$ cat src/rtl/cdb_arbiter_pkg.sv
// -----------------------------------------------------------------------------
// cdb_arbiter_pkg
// Shared definitions for the Common Data Bus arbiter slice:
//   - default issuer count and CDB field widths
//   - fixed issuer index assignments (ALU, LSU, branch unit)
//   - idx_width(): index width of a table with n entries, never below 1 bit
// No ports (package).
// -----------------------------------------------------------------------------
package cdb_arbiter_pkg;

  // Index width for n entries; a single-entry table still needs one bit.
  function automatic int idx_width(input int n);
    return (n > 1) ? $clog2(n) : 1;
  endfunction

  localparam int CDB_NUM_REQ        = 3;
  localparam int CDB_DATA_WIDTH     = 32;
  localparam int CDB_ROB_ENTRY      = 4;
  localparam int CDB_ROB_ENTRY_LOG2 = idx_width(CDB_ROB_ENTRY);

  localparam int ISSUER_ALU = 0;
  localparam int ISSUER_LSU = 1;
  localparam int ISSUER_BRU = 2;

endpackage

$ cat src/rtl/cdb_arbiter_if.sv
// -----------------------------------------------------------------------------
// cdb_arbiter_if
// Bundles the issuer request side and the CDB broadcast side.
//   req_request [NUM_REQ]                 per-issuer request
//   req_data    [NUM_REQ*DATA_WIDTH]      issuer i result at [i*DATA_WIDTH +: DATA_WIDTH]
//   req_id      [NUM_REQ*ROB_ENTRY_LOG2]  issuer i ROB tag at [i*ROB_ENTRY_LOG2 +: ROB_ENTRY_LOG2]
//   req_grant   [NUM_REQ]                 one-hot/zero grant (combinational)
//   flush                                 pipeline flush
//   cdb_valid / cdb_data / cdb_id         registered broadcast
// Modports:
//   master - issuers/consumers side (drives requests and flush)
//   slave  - arbiter side (drives grant and broadcast)
// -----------------------------------------------------------------------------
interface cdb_arbiter_if
  import cdb_arbiter_pkg::*;
#(
  parameter int NUM_REQ        = CDB_NUM_REQ,
  parameter int DATA_WIDTH     = CDB_DATA_WIDTH,
  parameter int ROB_ENTRY_LOG2 = CDB_ROB_ENTRY_LOG2
) ();

  logic [NUM_REQ-1:0]                req_request;
  logic [NUM_REQ*DATA_WIDTH-1:0]     req_data;
  logic [NUM_REQ*ROB_ENTRY_LOG2-1:0] req_id;
  logic [NUM_REQ-1:0]                req_grant;
  logic                              flush;
  logic                              cdb_valid;
  logic [DATA_WIDTH-1:0]             cdb_data;
  logic [ROB_ENTRY_LOG2-1:0]         cdb_id;

  modport master (
    output req_request, req_data, req_id, flush,
    input  req_grant, cdb_valid, cdb_data, cdb_id
  );

  modport slave (
    input  req_request, req_data, req_id, flush,
    output req_grant, cdb_valid, cdb_data, cdb_id
  );

endinterface

$ cat src/rtl/cdb_arbiter_rr_arbiter.sv
// -----------------------------------------------------------------------------
// rr_arbiter
// Purely combinational round-robin pick among N requesters. The scan starts
// at index ptr and wraps modulo N; the first requesting index wins.
//   req_i     [N]   request vector
//   ptr_i     [PW]  highest-priority index (0..N-1)
//   en_i            when low no grant is produced
//   gnt_o     [N]   one-hot grant, all-zero when nothing wins
//   idx_o     [PW]  encoded winner index (0 when nothing wins)
//   any_gnt_o       a grant was produced
// -----------------------------------------------------------------------------
module rr_arbiter
  import cdb_arbiter_pkg::*;
#(
  parameter int N  = CDB_NUM_REQ,
  parameter int PW = idx_width(N)
) (
  input  logic [N-1:0]  req_i,
  input  logic [PW-1:0] ptr_i,
  input  logic          en_i,
  output logic [N-1:0]  gnt_o,
  output logic [PW-1:0] idx_o,
  output logic          any_gnt_o
);

  // (p + k) mod N, computed one bit wider so the sum cannot overflow before
  // the single conditional subtract (p < N and k < N, so one subtract suffices).
  function automatic logic [PW-1:0] wrap_add(input logic [PW-1:0] p, input int k);
    logic [PW:0] s;
    s = {1'b0, p} + (PW+1)'(k);
    if (s >= (PW+1)'(N)) s = s - (PW+1)'(N);
    return s[PW-1:0];
  endfunction

  logic [PW-1:0] cand;

  always_comb begin
    gnt_o     = '0;
    idx_o     = '0;
    any_gnt_o = 1'b0;
    cand      = '0;
    if (en_i) begin
      for (int k = 0; k < N; k++) begin
        cand = wrap_add(ptr_i, k);
        if (!any_gnt_o && req_i[cand]) begin
          any_gnt_o   = 1'b1;
          gnt_o[cand] = 1'b1;
          idx_o       = cand;
        end
      end
    end
  end

endmodule

$ cat src/rtl/cdb_arbiter.sv
// -----------------------------------------------------------------------------
// cdb_arbiter
// Shares the Common Data Bus among NUM_REQ issuers with round-robin priority.
// The grant is combinational in the request cycle; the winner's result and
// ROB tag are registered and broadcast one cycle later.
//   CLK   rising-edge clock
//   RSTN  asynchronous active-low reset
//   cdb   cdb_arbiter_if.slave: requests/data/ids/flush in, grant and
//         cdb_valid/cdb_data/cdb_id out (interface parameters must match)
// -----------------------------------------------------------------------------
module cdb_arbiter
  import cdb_arbiter_pkg::*;
#(
  parameter int NUM_REQ    = CDB_NUM_REQ,
  parameter int DATA_WIDTH = CDB_DATA_WIDTH,
  parameter int ROB_ENTRY  = CDB_ROB_ENTRY
) (
  input  logic         CLK,
  input  logic         RSTN,
  cdb_arbiter_if.slave cdb
);

  localparam int ROB_ENTRY_LOG2 = idx_width(ROB_ENTRY);
  localparam int PTR_W          = idx_width(NUM_REQ);

  logic [PTR_W-1:0]          rr_ptr_q, rr_ptr_d;
  logic                      cdb_valid_q, cdb_valid_d;
  logic [DATA_WIDTH-1:0]     cdb_data_q, cdb_data_d;
  logic [ROB_ENTRY_LOG2-1:0] cdb_id_q, cdb_id_d;

  logic                      arb_en;
  logic [NUM_REQ-1:0]        gnt;
  logic [PTR_W-1:0]          win_idx;
  logic                      any_gnt;
  logic [DATA_WIDTH-1:0]     win_data;
  logic [ROB_ENTRY_LOG2-1:0] win_id;

  // Grant is suppressed during flush and while reset is held, so no issuer
  // sees a handshake it could act on in either case.
  assign arb_en = RSTN & ~cdb.flush;

  rr_arbiter #(
    .N  (NUM_REQ),
    .PW (PTR_W)
  ) u_rr (
    .req_i     (cdb.req_request),
    .ptr_i     (rr_ptr_q),
    .en_i      (arb_en),
    .gnt_o     (gnt),
    .idx_o     (win_idx),
    .any_gnt_o (any_gnt)
  );

  assign cdb.req_grant = gnt;

  // One-hot AND-OR select of the winner's result and tag.
  always_comb begin
    win_data = '0;
    win_id   = '0;
    for (int i = 0; i < NUM_REQ; i++) begin
      if (gnt[i]) begin
        win_data = cdb.req_data[i*DATA_WIDTH +: DATA_WIDTH];
        win_id   = cdb.req_id[i*ROB_ENTRY_LOG2 +: ROB_ENTRY_LOG2];
      end
    end
  end

  // Pointer moves just past the winner; data/id hold when nothing is granted
  // so the bus keeps its last broadcast value while idle.
  always_comb begin
    rr_ptr_d    = rr_ptr_q;
    cdb_valid_d = any_gnt;
    cdb_data_d  = cdb_data_q;
    cdb_id_d    = cdb_id_q;
    if (any_gnt) begin
      rr_ptr_d   = (win_idx == PTR_W'(NUM_REQ-1)) ? '0 : win_idx + PTR_W'(1);
      cdb_data_d = win_data;
      cdb_id_d   = win_id;
    end
  end

  always_ff @(posedge CLK or negedge RSTN) begin
    if (!RSTN) begin
      rr_ptr_q    <= '0;
      cdb_valid_q <= 1'b0;
      cdb_data_q  <= '0;
      cdb_id_q    <= '0;
    end else begin
      rr_ptr_q    <= rr_ptr_d;
      cdb_valid_q <= cdb_valid_d;
      cdb_data_q  <= cdb_data_d;
      cdb_id_q    <= cdb_id_d;
    end
  end

  assign cdb.cdb_valid = cdb_valid_q;
  assign cdb.cdb_data  = cdb_data_q;
  assign cdb.cdb_id    = cdb_id_q;

endmodule

$ cat src/flat_wrapper.sv
// flat-port wrapper written by rule: the top's interface ports become plain ports
module cdb_arbiter_flat import cdb_arbiter_pkg::*;
#(
  parameter int NUM_REQ    = CDB_NUM_REQ,
  parameter int DATA_WIDTH = CDB_DATA_WIDTH,
  parameter int ROB_ENTRY  = CDB_ROB_ENTRY
)
  (CLK, RSTN, cdb_req_request, cdb_req_data, cdb_req_id, cdb_flush, cdb_req_grant, cdb_cdb_valid, cdb_cdb_data, cdb_cdb_id);
  cdb_arbiter_if #(.NUM_REQ(NUM_REQ), .DATA_WIDTH(DATA_WIDTH), .ROB_ENTRY_LOG2((2))) cdb_i ();
  input  logic CLK;
  input  logic RSTN;
  input wire logic [$bits(cdb_i.req_request)-1:0] cdb_req_request;
  input wire logic [$bits(cdb_i.req_data)-1:0] cdb_req_data;
  input wire logic [$bits(cdb_i.req_id)-1:0] cdb_req_id;
  input wire logic [$bits(cdb_i.flush)-1:0] cdb_flush;
  output wire logic [$bits(cdb_i.req_grant)-1:0] cdb_req_grant;
  output wire logic [$bits(cdb_i.cdb_valid)-1:0] cdb_cdb_valid;
  output wire logic [$bits(cdb_i.cdb_data)-1:0] cdb_cdb_data;
  output wire logic [$bits(cdb_i.cdb_id)-1:0] cdb_cdb_id;
  assign cdb_i.req_request = cdb_req_request;
  assign cdb_i.req_data = cdb_req_data;
  assign cdb_i.req_id = cdb_req_id;
  assign cdb_i.flush = cdb_flush;
  assign cdb_req_grant = cdb_i.req_grant;
  assign cdb_cdb_valid = cdb_i.cdb_valid;
  assign cdb_cdb_data = cdb_i.cdb_data;
  assign cdb_cdb_id = cdb_i.cdb_id;
  cdb_arbiter #(.NUM_REQ(NUM_REQ), .DATA_WIDTH(DATA_WIDTH), .ROB_ENTRY(ROB_ENTRY)) u_core (.CLK(CLK), .RSTN(RSTN), .cdb(cdb_i));
endmodule
$ cat config.mk
export PLATFORM = sky130hd
export DESIGN_NAME = cdb_arbiter_flat
export DESIGN_NICKNAME = d
export VERILOG_FILES = /design/src/rtl/cdb_arbiter_pkg.sv /design/src/rtl/cdb_arbiter_if.sv /design/src/rtl/cdb_arbiter_rr_arbiter.sv /design/src/rtl/cdb_arbiter.sv /design/src/flat_wrapper.sv
export SDC_FILE = /design/constraint.sdc
export NUM_CORES = 1
export LEC_CHECK = 0
export ABC_CLOCK_PERIOD_IN_PS = 2350
export CORE_UTILIZATION = 35
export CTS_CLUSTER_SIZE = 20
export DETAILED_ROUTE_END_ITERATION = 7
export DONT_BUFFER_PORTS = 1
export GPL_ROUTABILITY_DRIVEN = 0
export PLACE_DENSITY = 0.57
export SLEW_MARGIN = 0
export SYNTH_ARGS = -nofsm -noshare
export SYNTH_HDL_FRONTEND = slang
export SYNTH_SLANG_ARGS = --single-unit
export TNS_END_PERCENT = 20
$ cat constraint.sdc
create_clock -name CLK -period 2.35 [get_ports CLK]
set_clock_uncertainty 0.1 [all_clocks]
set_input_delay 0.3525 -clock CLK [delete_from_list [all_inputs] [get_ports CLK]]
set_output_delay 0.3525 -clock CLK [all_outputs]
set_load 0.1 [all_outputs]
==> impl_metrics.csv <==
group,metric,value,unit
final_layout,diodes,0,
route,drc,12,
sta,max_freq,393,MHz
sta,fin_tns_setup,-2480,ps
cts,cts.clk_slew.worst_paths,80,ps
worst_setup_path,path_cells,"inv_2 -> ha_4 -> buf_4 -> a2111oi_4 -> a221o_2 -> nand2_4 -> clkinvlp_4 -> buf_12",
synth,synth_area,2390,um2
synth,ys_warn_count,0,
die,die_w,84.7,um
job,maxCapViolations,0,
final_layout,nFillCells,582,
route,vias_per_cell,5.99,
sta,worstMarginPinSlew,377,ps
sta,fin_crit_sh,1.08,
route,ant_nets,0,
sta,rsz0062_at_grt,"true",
worst_setup_path,crit_required,1900,ps
global_route,track_usage,0.213,
synth,synth_most_common_cell,"a21oi_1",
synth,ys.flop_type,"dfrtp_1",
synth,synth_nets,373,
final_layout,syn2layout_area_growth,40.6,%
route,firstDrtPassIters,7,
cts,clkLatencyLatePin,290,ps
worst_setup_path,worstReg2RegStart,"u_core.rr_ptr_q[0]",
placement,port_buffers,0,
synth,yosysTopAreaCell,"dfrtp_1",
die,fp.dieArea,7170,um2
route,routedWlPerCell,19.7,um
final_layout,layout-drive-gt1-share,0.479,
sta,hold_violations,0,
route,via_count,2359,
global_route,grt_overflow,0,
synth,synthTopCellsByCount,"a21oi_1, dfrtp_1, nand3_1, o22ai_1, buf_6",
run_status,violations,"DRC, setup timing",
synth,synthArstFlopShare,1.00,
sta,post-route-min-period,2550,ps
synth,syn-instance-count,261,
worst_setup_path,slowest_delay,410,ps
sta,slew_violations,0,
synth,synth_area_per_cell,9.17,um2
cts,cts_max_level,2,
synth,ys_types,45,
synth,synth_enable_flop_cells,0,
final_layout,seqCellArea,927,um2
die,core_area,6460,um2
worst_setup_path,cp-start-kind,"flop",
cts,root_buffer,"clkbuf_8",
worst_setup_path,crit_arrival,2090,ps
hold_path,min_path_type,"primary input to flop",
die,dieHeight,84.7,um
die,rows,29,
final_layout,layout.nets,428,
worst_setup_path,path_max_fanout,9,
worst_setup_path,crit_type,"flop to output pin",
worst_setup_path,critical-path-slowest-cell,"dfrtp_1",
placement,dp_slack,-34.2,ps
hold_path,hold_start,"cdb_req_data[27]",
worst_setup_path,crit_path_end_kind,"output pin",
cts,cts_made_buffers,5,
placement,detailed_place_hpwl,4.96,mm
route,finalWirelength,7.75,mm
sta,hold_ws,95.4,ps
global_route,grt_max_degree,38,
synth,synthTopCellsByArea,"dfrtp_1, a21oi_1, o22ai_1",
route,drt_iter0_drc,153,
sta,finalSetupViolations,37,
synth,seq_area_frac_synth,0.387,
global_route,antenna_found_initial,0,
synth,synth_top_area_share,0.387,
global_route,grt_pass1_wl,12.0,mm
cts,cts_sinks,37,
die,io_pins,146,
synth,synth_seq_cells,37,
global_route,grt_pass1_vias,2414,
final_layout,multiInputGateArea,1440,um2
sta,setup_ws,-196,ps
die,initial_utilization,0.371,
cts,clk_path_buf_depth,2,
cts,cts_tree,"built",
sta,relSlewSlack,0.748,
worst_setup_path,crit_path_start,"u_core.rr_ptr_q[0]",
run_status,outcome,"finished, violations left",
==> cell families after synthesis <==
group	count (synthesis)	share of synthesized area
adder cells (fa/ha/maj)	6	0.0298
buffers and inverters	34	0.106
flip-flops	37	0.387
multiplexers	2	0.00889
AO/OA/AOI/OAI	121	0.324
AND/OR/NAND/NOR	61	0.144
==> metal layers <==
metal  up-vias  track usage  wire length, um
met5         -            0                0
met4         0       0.0601              124
met3        15       0.0541              566
met2       101        0.390             4040
met1      1149        0.246             3020
li1       1094            -                -
==> flip-flops by register name, summed over array words and instances (netlist names) <==
register,flops
u_core.cdb.cdb_id,2
u_core.cdb.cdb_data,32
u_core.cdb.cdb_valid,1
u_core.rr_ptr_q,2
==> area by class of cell <==
cell class                 instances  area share
multi-input combinational        190       0.428
sequential                        37       0.275
timing repair buffer              75       0.225
tap                               77      0.0286
clock buffer                       7      0.0257
clock inverter                     1     0.00892
inverter                           7     0.00892
==> critical path: cells and delay by family, from the launching register on <==
| kind | cells | cell delay [ps] |
|---|---|---|
| DFF | 1 | 410 |
| AOI/OAI and AO/OA | 2 | 580 |
| and+or+nand+nor | 1 | 60 |
| adders and majority gates | 1 | 240 |
| buffers and inverters | 4 | 520 |
==> worst paths after layout <==
path | endpoint | slack [ps] | cells after the start
setup / recovery | cdb_req_grant[2] | -200 | 8
hold / removal | u_core.cdb.cdb_data[27] | 100 | 2
setup reg to reg | u_core.cdb.cdb_data[21] | -90 | 12
hold reg to reg | u_core.cdb.cdb_data[6] | 460 | 2
max in group asynchronous | u_core.cdb.cdb_data[22] | 1530 | 2
min in group asynchronous | u_core.cdb.cdb_data[17] | 410 | 2
==> layout by cell type (no fill, tap or decap), types with 2 or more instances in the layout <==
cell,netlist,layout
o21ai_0,4,4
a21oi_1,58,29
nand3_1,37,37
buf_4,6,54
nand2b_1,2,2
buf_6,12,7
ha_4,0,2
clkbuf_8,0,6
buf_12,0,7
buf_8,0,2
o22ai_1,34,33
nor2b_1,5,4
nor2_4,0,2
nand2_1,4,3
inv_1,6,2
buf_16,0,2
a21oi_2,11,39
inv_2,1,4
dfrtp_1,37,36
==> what timing repair did <==
item | 4_1_cts | 5_1_grt
endpoints found under the setup margin | 36 | 39
hold buffers | 2 | 0
setup buffers | 13 | 2
endpoints found under the hold margin | 37 | 0
gates resized for setup | 36 | 26
pin swaps | 26 | 14
cloned | 4 | 0
==> stage by stage <==
stage | area [um2] | std cells | utilization
global placement | 2780 | 365 | 0.430
CTS | 3260 | 392 | 0.504
global route | 3370 | 394 | 0.521
finish | 3370 | 394 | 0.521
detailed placement | 2780 | 365 | 0.430
floorplan | 2440 | 261 | -
Power is not shown: default switching activity piles up to over one toggle a cycle in this logic, so the estimate is an artifact.
